`src/rtl/traffic_light_scheduler.sv`:
```
// Timed two-street intersection scheduler with a latched pedestrian request.
// Outputs are registered and decoded from the next state.
module traffic_light_scheduler #(
    parameter int MIN_GREEN     = 8,
    parameter int MAX_GREEN     = 32,
    parameter int YELLOW_CYCLES = 4,
    parameter int ALLRED_CYCLES = 2,
    parameter int WALK_CYCLES   = 6
) (
    input  logic       clk,
    input  logic       reset,
    input  logic       TA,
    input  logic       TB,
    input  logic       ped_req,
    output logic       ped_ack,
    output logic       walk,
    output logic [1:0] LA,
    output logic [1:0] LB
);

    localparam int M0 = (MAX_GREEN > YELLOW_CYCLES) ? MAX_GREEN : YELLOW_CYCLES;
    localparam int M1 = (M0 > ALLRED_CYCLES) ? M0 : ALLRED_CYCLES;
    localparam int TMAX = (M1 > WALK_CYCLES) ? M1 : WALK_CYCLES;
    localparam int TW = $clog2(TMAX) + 1;

    // Saturating at the longest duration keeps every phase exit reachable.
    localparam logic [TW-1:0] T_SAT = TW'(TMAX - 1);
    localparam logic [TW-1:0] T_MIN = TW'(MIN_GREEN - 1);
    localparam logic [TW-1:0] T_MAX = TW'(MAX_GREEN - 1);
    localparam logic [TW-1:0] T_YEL = TW'(YELLOW_CYCLES - 1);
    localparam logic [TW-1:0] T_CLR = TW'(ALLRED_CYCLES - 1);
    localparam logic [TW-1:0] T_WLK = TW'(WALK_CYCLES - 1);

    localparam logic [1:0] GREEN  = 2'b00;
    localparam logic [1:0] YELLOW = 2'b01;
    localparam logic [1:0] RED    = 2'b10;

    typedef enum logic [2:0] {
        A_GRN, A_YEL, A_CLR,
        B_GRN, B_YEL, B_CLR,
        WALK,  W_CLR
    } state_t;

    state_t          state_q, state_d;
    logic [TW-1:0]   timer_q, timer_d;
    logic            pend_q, pend_d;
    logic            dir_b_q, dir_b_d;
    logic [1:0]      la_q, la_d;
    logic [1:0]      lb_q, lb_d;
    logic            walk_q, walk_d;
    logic            ack_q, ack_d;
    logic            demand_a, demand_b;

    always_ff @(posedge clk or posedge reset) begin
        if (reset) begin
            state_q <= A_GRN;
            timer_q <= '0;
            pend_q  <= 1'b0;
            dir_b_q <= 1'b1;
            la_q    <= GREEN;
            lb_q    <= RED;
            walk_q  <= 1'b0;
            ack_q   <= 1'b0;
        end else begin
            state_q <= state_d;
            timer_q <= timer_d;
            pend_q  <= pend_d;
            dir_b_q <= dir_b_d;
            la_q    <= la_d;
            lb_q    <= lb_d;
            walk_q  <= walk_d;
            ack_q   <= ack_d;
        end
    end

    always_comb begin
        state_d  = state_q;
        dir_b_d  = dir_b_q;
        demand_a = TB | pend_q;
        demand_b = TA | pend_q;
        unique case (state_q)
            A_GRN: begin
                if (timer_q >= T_MIN && demand_a &&
                    (!TA || timer_q == T_MAX))
                    state_d = A_YEL;
            end
            A_YEL: if (timer_q == T_YEL) state_d = A_CLR;
            A_CLR: begin
                if (timer_q == T_CLR) begin
                    state_d = pend_q ? WALK : B_GRN;
                    dir_b_d = 1'b1;
                end
            end
            B_GRN: begin
                if (timer_q >= T_MIN && demand_b &&
                    (!TB || timer_q == T_MAX))
                    state_d = B_YEL;
            end
            B_YEL: if (timer_q == T_YEL) state_d = B_CLR;
            B_CLR: begin
                if (timer_q == T_CLR) begin
                    state_d = pend_q ? WALK : A_GRN;
                    dir_b_d = 1'b0;
                end
            end
            WALK:  if (timer_q == T_WLK) state_d = W_CLR;
            W_CLR: begin
                if (timer_q == T_CLR)
                    state_d = dir_b_q ? B_GRN : A_GRN;
            end
            default: state_d = A_GRN;
        endcase

        if (state_d != state_q)
            timer_d = '0;
        else if (timer_q == T_SAT)
            timer_d = timer_q;
        else
            timer_d = timer_q + TW'(1);

        // Entering WALK serves the request; requests seen during WALK are dropped.
        pend_d = pend_q;
        if (state_q != WALK) begin
            if (state_d == WALK)
                pend_d = 1'b0;
            else if (ped_req)
                pend_d = 1'b1;
        end
    end

    always_comb begin
        la_d   = RED;
        lb_d   = RED;
        walk_d = 1'b0;
        ack_d  = (state_d == WALK) && (state_q != WALK);
        unique case (state_d)
            A_GRN:   la_d = GREEN;
            A_YEL:   la_d = YELLOW;
            B_GRN:   lb_d = GREEN;
            B_YEL:   lb_d = YELLOW;
            WALK:    walk_d = 1'b1;
            default: ;
        endcase
    end

    assign LA      = la_q;
    assign LB      = lb_q;
    assign walk    = walk_q;
    assign ped_ack = ack_q;

endmodule

```
`config.mk`:
```
export PLATFORM = sky130hd
export DESIGN_NAME = traffic_light_scheduler
export DESIGN_NICKNAME = d
export VERILOG_FILES = /design/src/rtl/traffic_light_scheduler.sv
export SDC_FILE = /design/constraint.sdc
export NUM_CORES = 1
export LEC_CHECK = 0
export ABC_CLOCK_PERIOD_IN_PS = 4300
export BUFFER_PORTS_ARGS = -buffer_cell sky130_fd_sc_hd__buf_4
export CELL_PAD_IN_SITES_DETAIL_PLACEMENT = 1
export CELL_PAD_IN_SITES_GLOBAL_PLACEMENT = 2
export CORE_UTILIZATION = 25
export CTS_BUF_LIST = sky130_fd_sc_hd__clkbuf_16
export CTS_CLUSTER_DIAMETER = 80
export DETAILED_ROUTE_END_ITERATION = 12
export PLACE_DENSITY = 0.63
export SYNTH_ARGS = -nofsm -noshare
export SYNTH_HDL_FRONTEND = slang
export SYNTH_SLANG_ARGS = --single-unit
```
`constraint.sdc`:
```
create_clock -name clk -period 4.3 [get_ports clk]
set_input_delay 0.86 -clock clk [delete_from_list [all_inputs] [get_ports clk]]
set_output_delay 0.86 -clock clk [all_outputs]
set_load 0.01 [all_outputs]
```
==> impl_summary.txt <==
----------------------------------------------------
[Synth]
  Synth Net Count ... 124
  Combinational family with the most area after synthesis ... simple AND/OR/NAND/NOR gates
  Syn Area/Cell ... 9.37 um2
  Leading register cell type out of synthesis ... dfrtp_1
  Post-synthesis cell count ... ~120
  Asr flop ratio synth ... 100%
  Fraction of post-synthesis cell area in the top cell type by area ... about a third
  Post-synthesis share of cell area spent on full adders, half adders and majority gates ... between 2 and 2.5%
  Leading cell type by number of instances after synthesis ... dfrtp_1
  Main area contributors after synthesis ... dfrtp_1, a311oi_4, dfstp_2, nand3_1, nor2_1
  Leading cell types by count after synthesis ... dfrtp_1, nor2_1, nand3_1
  Number of flops mapped to enable cells by yosys ... 0
  Synthesis-stage register bit count ... 17
  Netlist cell types ... 44
  Total of warnings raised by yosys ... 0
  Xor-xnor portion of the synthesized cell area ... about 1.6%
  Sequential area share after synthesis ... between 30 and 40%
  Most area-hungry cell type in the Yosys netlist ... dfrtp_1
  Total standard cell area after synthesis ... about 1100 um2
  Compound-gate portion of the synthesized area ... roughly 21%
  Post-synthesis share of cell area spent on and, or, nand and nor gates ... 28.5%
  Portion of netlist area occupied by mux cells ... ~1.8%

[Clocking]
  Clock insertion delay at the later pin of the skew report ... about 0.24 ns
  Root buffer cell ... clkbuf_16
  Total number of clock tree sinks ... 17
  Post-CTS Hold Fix Bufs ... 0
  TritonCTS clock tree ... done
  Number of buffers added for setup after CTS ... 0
  Maximum number of buffers from clock root to sink ... 2
  Number of buffers created by CTS ... 3
  Clk pin slew, worst setup/hold paths ... approximately 0.050 ns
  PostCTS Resize Cnt ... 0
  Maximum level of the CTS H-tree ... 1

[Worst setup path]
  Startpoint type of the worst setup path ... flop
  Arrival time at the worst endpoint ... around 2.3 ns
  FF-to-FF setup slack ... just over 2 ns
  Cell count of the worst reg-to-reg path ... 5
  Data required time at the worst endpoint ... 4.41 ns
  Critical register-to-register path startpoint ... timer_q[5]
  CP Max Fanout ... 8
  Reg2reg end ... timer_q[5]
  CP Launch Point ... timer_q[5]
  Critical path capture point type ... flop
  CP Class ... reg -> reg

[Outcome]
  Run status ... complete, no violations

[Hold path]
  End point of the most critical hold path ... dir_b_q
  Start point of the worst hold path ... dir_b_q
  Hold Crit Depth ... 2
  Class of the worst hold path ... reg -> reg

[Power and ir drop]
  Reg power frac ... around a third
  P_leak ... approximately 0.00056 uW
  Combinational share of power ... a little under half
  Pwr dens ... 654 nW/um2
  IR Drop Worst-Case VDD ... 0.188 mV
  Switching power share of the total ... 41.4%
  Switching power ... around 350 uW
  Internal portion of total power ... 494 uW
  Power Total ... 843 uW
  Part of the power in the clock network ... a little over a fifth

[Routing]
  DR vias/cell ... 5.18
  WL final ... between 2000 and 3000 um
  DRC errors left ... 0
  Via count of the routed design ... slightly above 900
  Number of DRC violations after detailed-routing iteration 0 ... 45
  Residual antenna-violating net count after detailed routing ... 0
  Detailed-routing iteration count for the pre-antenna-repair pass ... 4
  Wirelength per Cell ... about 15 um

[Cells and area]
  Storage element area ... approximately 430 um2
  Synthesis-to-finish area growth ... 17.6%
  Share of post-route cells with drive strength above 1 ... 24.4%
  Number of nets at the end of the flow ... 135
  Fill cell count ... just under 500
  Count of non-filler cells in the finished layout ... around 180
  Final antenna diode count ... 0
  Area used by multi-input combinational logic ... slightly above 600 um2

[STA]
  Number of hold violations in the final report ... 0
  Final worst-path cycle share ... 51.7%
  Worst-Margin Slew ... about 0.69 ns
  Maximum clock frequency ... approximately 450 MHz
  RSZ-0062 raised after global routing ... false
  Final Setup Violations ... 0
  Final WS setup ... roughly 2.1 ns
  Number of pins with negative max-slew slack in the final report ... 0
  Final setup TNS ... 0 ns
  Min cycle time layout ... ~2.2 ns
  Post-Route Skew ... between 0.0009 and 0.001 ns
  Remaining max-slew budget at the tightest pin ... 54.2%

[Die]
  Die extent in y ... approximately 70 um
  Top-Level Pins ... 11
  Number of standard-cell rows in the floorplan ... 23
  Width of the die ... a little under 70 um
  Initial core utilization ... a little over a quarter
  Core ar. ... just over 4000 um2
  Area of the die ... roughly 4700 um2

[GRT]
  Pin count of the biggest net entering global routing ... 18
  Global-route wire length before repair ... around 4700 um
  Vias in the first global route ... between 900 and 1,000
  Overall track demand over capacity in global routing ... between 10% and 20%
  Number of antenna violations at the first check in global routing ... 0
  Total congestion overflow ... 0

[Placement]
  DP HPWL ... 2090 um
  Placer congestion estimate ... between 0.7 and 0.8
  Count of port buffers added during placement ... 10
  Worst setup timing slack at the placement stage ... 1.95 ns
  Number of placed cells counting well taps ... around 170

[Flow run]
  MaxCap Viol Count ... 0

----------------------------------------------------
## layout make-up
cell class	instances	share of cell area, %
clock buffers	3	5.83
clock inverters	1	0.291
inverters	9	2.62
multi-input cells	87	47.4
flip-flops and latches	17	33.2
well taps	50	4.85
repair buffers	10	5.83
## metrics by stage
step                hold slack, ns  util, %  cell area (um2)
floorplan                    0.516        -             1100
global placement             0.528     29.4             1210
detailed placement           0.559     29.4             1210
CTS                          0.565     31.3             1290
global route                 0.615     31.3             1290
finish                       0.579     31.3             1290
## sequential cells by signal (all words and copies together) (netlist names)
name and cells:
LA 2, LB 2, dir_b_q 1, ped_ack 1
pend_q 1, state_q 3, timer_q 6, walk 1
## kinds of logic (layout without fill, tap and decap cells)
kind of cell    after synthesis  count (layout)
flops                        17              17
fa+ha+maj                     2               2
simple gates                 54              54
buf+inv                      13              23
xor+xnor                      2               2
mux                           2               2
compound gates               27              27
## worst max-delay path, cell delays in order, from the launching register on
cell and delay [ns]:
dfrtp_1 0.47, nor4_4 0.47, and2_4 0.24, nand4b_1 0.22, a311oi_2 0.56, nor3b_1 0.11
## how the worst max path moves through the flow
stage / end
2_1_floorplan: timer_q[5]
3_3_place_gp: timer_q[5]
3_5_place_dp: timer_q[4]
4_1_cts: timer_q[5]
5_1_grt: timer_q[5]
6_report: timer_q[5]
## cells in the final DEF (no fill, tap or decap), types with 2 or more instances in the layout
master / instances
a21oi_1: 5
a311oi_4: 2
and3_1: 3
buf_4: 10
clkbuf_16: 3
dfrtp_1: 15
dfstp_2: 2
ha_1: 2
inv_1: 9
mux2i_1: 2
nand2_1: 7
nand3_1: 10
nor2_1: 13
nor2b_1: 2
nor3_1: 4
nor3b_1: 2
o2111ai_1: 3
o21ai_0: 6
or2_2: 2
xnor2_1: 2
## per-layer routing
metal	track usage, %	part of all wire [%]
met3	1.67	3.1
met5	0	0
met4	4.69	0.70
met2	20.5	45
met1	19.8	52
## power by group through the flow
stage / logic, uW / registers [uW] / clock network [uW]
after floorplan: 327 / 245 / 0
after global placement: 389 / 277 / 0
final: 387 / 273 / 183
after global routing: 436 / 280 / 195
after CTS: 393 / 272 / 188
after detailed placement: 389 / 274 / 0
(Power assumes the default switching activity.)
